## config.mk

```make
export PLATFORM = sky130hd
export DESIGN_NAME = mdio_controller
export DESIGN_NICKNAME = d
export VERILOG_FILES = /design/src/rtl/mdio_controller.sv
export SDC_FILE = /design/constraint.sdc
export NUM_CORES = 1
export LEC_CHECK = 0
export ABC_AREA = 1
export ABC_CLOCK_PERIOD_IN_PS = 3350
export BUFFER_PORTS_ARGS = -buffer_cell sky130_fd_sc_hd__buf_2
export CAP_MARGIN = 20
export CORE_MARGIN = 2
export CORE_UTILIZATION = 50
export CTS_CLUSTER_SIZE = 40
export DETAILED_ROUTE_END_ITERATION = 10
export PLACE_DENSITY = 0.83
export RECOVER_POWER = 100
export SLEW_MARGIN = 20
export SYNTH_ARGS = -nofsm -noshare
export SYNTH_HDL_FRONTEND = slang
export SYNTH_SLANG_ARGS = --single-unit
```

## constraint.sdc

```tcl
create_clock -name CLK -period 3.35 [get_ports CLK]
set_input_delay 0.335 -clock CLK [delete_from_list [all_inputs] [get_ports CLK]]
set_output_delay 0.335 -clock CLK [all_outputs]
set_load 0.02 [all_outputs]
```

## src/rtl/mdio_controller.sv

```systemverilog
// mdio_controller: Clause-22 MDIO frame generator with a free-running MDC and read-data capture.
// Define MDIO_PREAMBLE_EN to send 32 preamble ones before each frame.
module mdio_controller #(
  parameter int CLK_DIV = 4
) (
  input  logic        CLK,
  input  logic        RESET,
  input  logic [31:0] T_DATA,
  input  logic        T_STRB,
  input  logic        MDIO_IN,
  output logic        MDC,
  output logic        MDIO_OUT,
  output logic        MDIO_OE,
  output logic [15:0] RD_DATA,
  output logic        DATA_RDY,
  output logic        BUSY
);
  localparam int CW = $clog2(CLK_DIV);
  localparam logic [2:0] IDLE = 3'd0, SEND = 3'd1, TURN = 3'd2, READ = 3'd3, DONE = 3'd4, PRE = 3'd5;
  logic [CW-1:0] cnt, cnt_nxt;
  logic          fall, rise, rd;
  logic [2:0]    st;
  logic [31:0]   sh;
  logic [5:0]    bits;
  always_comb begin
    fall    = cnt == CW'(CLK_DIV - 1);
    cnt_nxt = fall ? '0 : cnt + 1'b1;
    rise    = cnt_nxt == CW'(CLK_DIV / 2);
  end
  // Outputs change on the same CLK edge that drops MDC, so they settle a half period before the PHY samples.
  always_ff @(posedge CLK or negedge RESET) begin
    if (!RESET) begin
      cnt      <= '0;
      MDC      <= 1'b0;
      MDIO_OUT <= 1'b0;
      MDIO_OE  <= 1'b0;
      RD_DATA  <= '0;
      DATA_RDY <= 1'b0;
      BUSY     <= 1'b0;
      st       <= IDLE;
      sh       <= '0;
      bits     <= '0;
      rd       <= 1'b0;
    end else begin
      cnt      <= cnt_nxt;
      MDC      <= cnt_nxt >= CW'(CLK_DIV / 2);
      DATA_RDY <= 1'b0;
      case (st)
        IDLE: if (T_STRB) begin
          sh   <= T_DATA;
          rd   <= T_DATA[29:28] == 2'b10;
          bits <= '0;
          BUSY <= 1'b1;
`ifdef MDIO_PREAMBLE_EN
          st   <= PRE;
`else
          st   <= SEND;
`endif
        end
`ifdef MDIO_PREAMBLE_EN
        PRE: if (fall) begin
          MDIO_OUT <= 1'b1;
          MDIO_OE  <= 1'b1;
          bits     <= bits == 6'd31 ? 6'd0 : bits + 6'd1;
          st       <= bits == 6'd31 ? SEND : PRE;
        end
`endif
        SEND: if (fall) begin
          if ((rd && bits == 6'd14) || bits == 6'd32) begin
            MDIO_OE  <= 1'b0;
            MDIO_OUT <= 1'b0;
            st       <= bits == 6'd32 ? DONE : TURN;
          end else begin
            MDIO_OUT <= sh[31];
            MDIO_OE  <= 1'b1;
            sh       <= {sh[30:0], 1'b0};
          end
          bits <= bits + 6'd1;
        end
        // Bits 14 and 15 of the frame are the turnaround; the read phase starts at the fall of bit 16.
        TURN: if (fall) begin
          bits <= bits == 6'd16 ? 6'd0 : bits + 6'd1;
          st   <= bits == 6'd16 ? READ : TURN;
        end
        READ: if (rise) begin
          sh   <= {sh[30:0], MDIO_IN};
          bits <= bits + 6'd1;
          if (bits == 6'd15) begin
            RD_DATA  <= {sh[14:0], MDIO_IN};
            DATA_RDY <= 1'b1;
            st       <= DONE;
          end
        end
        DONE: begin
          BUSY <= 1'b0;
          st   <= IDLE;
        end
        default: st <= IDLE;
      endcase
    end
  end
endmodule

```

==> qor.yml <==
p_sw_uw: 1520
cp-end-kind: "register"
antenna_cells: 0
io_buffers: 56
cp_cell_sequence: "ha_1 > nand3_1 > nor2_1 > nand3_1 > o21ai_0"
timing.critical_path.arrival_ns: 2.51
grt_pass1_vias: 2647
die-area_sq_mm: 0.00724
grt_pass1_wl_mm: 11.8
clock_latency_ns: 0.34
wl_mm: 6.67
intPower_uw: 2050
min_period_ns: 2.28
ys_warn_count: 0
vdd_drop_max_uv: 402
comb_power_share_pct: 43.6
synthCells: 367
tns_ns: 0
synth_seq_area_share_pct: 48.7
cts.hold.buffers_added: 1
worstPathRequired_ns: 3.58
cpLargestDelayFamily: "simple AND/OR/NAND/NOR gates"
via_per_inst: 5.17
drtIter0Drc: 223
hold_viol_final: 0
ant_nets: 0
syn_area_per_cell_sq_um: 8.96
fin_nets: 463
pwr-share-clk_pct: 22.7
power_uw: 3560
clock_path_buffers: 2
layout_commonest_cell: "nand2_1"
root_buffer: "clkbuf_8"
switching_share_pct: 42.6
yosys-top-cells-area: "dfrtp_1 (49%), nand2_1 (10%), o21ai_2 (8.3%)"
floorplan.die.height_um: 85.1
antenna_found_initial: 0
grt_setup_unrepaired: "false"
fp.dieW_um: 85.1
first_pass_iters: 4
start_kind: "register"
area_delta_synth_final_pct: 13.3
htreeDepth: 3
drv_slew: 0
gp_congestion: 0.927
max_clock_freq_mhz: 438
max-cap-violations: 0
overflow: 0
crit_slowest_cell: "nand3_1"
path_class: "register to register"
finalCritPeriodShare_pct: 68.1
sequentialPowerShare_pct: 33.7
drc: 0
rows: 29
dp_hpwl_mm: 4.69
synth_top_cell_by_area: "dfrtp_1"
initial_core_util_pct: 51.8
wl_per_cell_um: 13.2
hold_class: "primary input to register"
grt_usage_pct: 20.2
outcome: "finished, final reports clean"
syn_nets: 408
num_vias: 2606
critPathMaxStageDelay_ns: 0.76
ctsResizeCount: 0
final_cell_mix: "nand2_1 (93), dfrtp_1 (64), o21ai_0 (57)"
path_max_fanout: 33
drive_gt1_share_pct: 21.3
leakage_uw: 0.00185
io-pin-count: 57
setup_violations: 0
clock_sinks: 64
cts.clk_slew.worst_paths_ns: 0.07
postCtsSetupBuffers: 0
path_buf_inv: 0
dpl_cell_area_sq_mm: 0.00357
grt_max_degree: 64
synth.top_cell.area_share_pct: 48.7
slew_headroom_pct: 18.0
design_area_sq_mm: 0.00372
cpMostUsedCell: "nand3_1"
worst_pin_slew_ns: 1.23
finClkSkew_ns: 0.00634
ys_types: 26
cts_tree: "yes"
ys_ff_latch: 64
cts_buffers: 9
syn-cell-area_sq_mm: 0.00329
power_density_mw_per_mm2: 957
core_sq_mm: 0.00635
[flip-flops by register name, indices dropped and copies added (netlist names)]
register	flops
BUSY	1
MDIO_OE	1
MDIO_OUT	1
bits	6
rd	1
RD_DATA	16
MDC	1
cnt	1
DATA_RDY	1
st	3
sh	32
[Yosys cell counts]
library cell  number
nand2_1           90
dfrtp_1           64
o21ai_0           37
inv_1             36
o21ai_2           31
nand2_2           20
nand3_1           17
mux2i_1           16
nor2_1            10
o21ai_1            7
buf_2              6
buf_6              5
ha_1               5
nand4_1            5
nor2_2             4
clkbuf_1           3
inv_2              2
a21o_1             1
a21oi_1            1
buf_8              1
nand2_8            1
nand3_2            1
nand3b_1           1
nor2_4             1
nor3_1             1
xor2_1             1
[routing by layer]
metal	GRT usage (%)	share of wire [%]	vias up	routed length, um
met2	31.7	48	61	3230
li1	-	-	1297	-
met3	5.54	4.8	11	321
met4	7.94	2.0	0	133
met1	26.6	45	1237	2980
met5	0	0	-	0
[tightest hold or removal path: cells and delay by family]
| kind | cells | cell delay (ns) |
|---|---|---|
| buffers and inverters | 1 | 0.09 |
| AOI/OAI and AO/OA | 1 | 0.06 |
| and+or+nand+nor | 1 | 0.07 |
[cell type report]
class	instances	area, sq um
Multi-Input combinational cell	250	1370
Clock buffer	9	124
Clock inverter	7	118
Inverter	38	143
Tap cell	77	96.3
Sequential cell	64	1600
Timing Repair Buffer	59	278
Fill cell	576	2630
[power groups by stage]
stage / clock network (uW) / registers (uW) / logic, uW
finish: 808 / 1200 / 1560
global route: 857 / 1240 / 1770
CTS: 822 / 1200 / 1710
detailed placement: 0 / 1210 / 1700
global placement: 0 / 1200 / 1620
floorplan: 0 / 1190 / 1520
[kinds of logic after synthesis]
group,share of synthesized area (%)
fa+ha+maj,1.90
flops,48.7
mux,4.87
simple gates,21.2
buf+inv,7.76
xor+xnor,0.266
compound gates,15.3
[worst paths after layout]
kind,cells after the start,from,slack [ns],to
setup / recovery,5,bits[1],1.07,RD_DATA[3]
hold / removal,3,T_DATA[29],0.26,rd
setup reg to reg,5,bits[1],1.07,RD_DATA[3]
hold reg to reg,1,cnt[0],0.46,cnt[0]
max in group asynchronous,3,RESET,1.39,sh[27]
min in group asynchronous,2,RESET,0.77,DATA_RDY
[stage by stage]
step           util, %  setup slack, ns  hold WS, ns  cells
6_report          58.7             1.07        0.257    504
5_1_grt           58.7            0.691        0.293    504
4_1_cts           60.1             1.40        0.252    504
3_5_place_dp      56.2             1.43        0.338    487
3_3_place_gp      56.2             1.47        0.336    487
2_1_floorplan        -             1.79       0.0394    367
(Power assumes the default switching activity.)
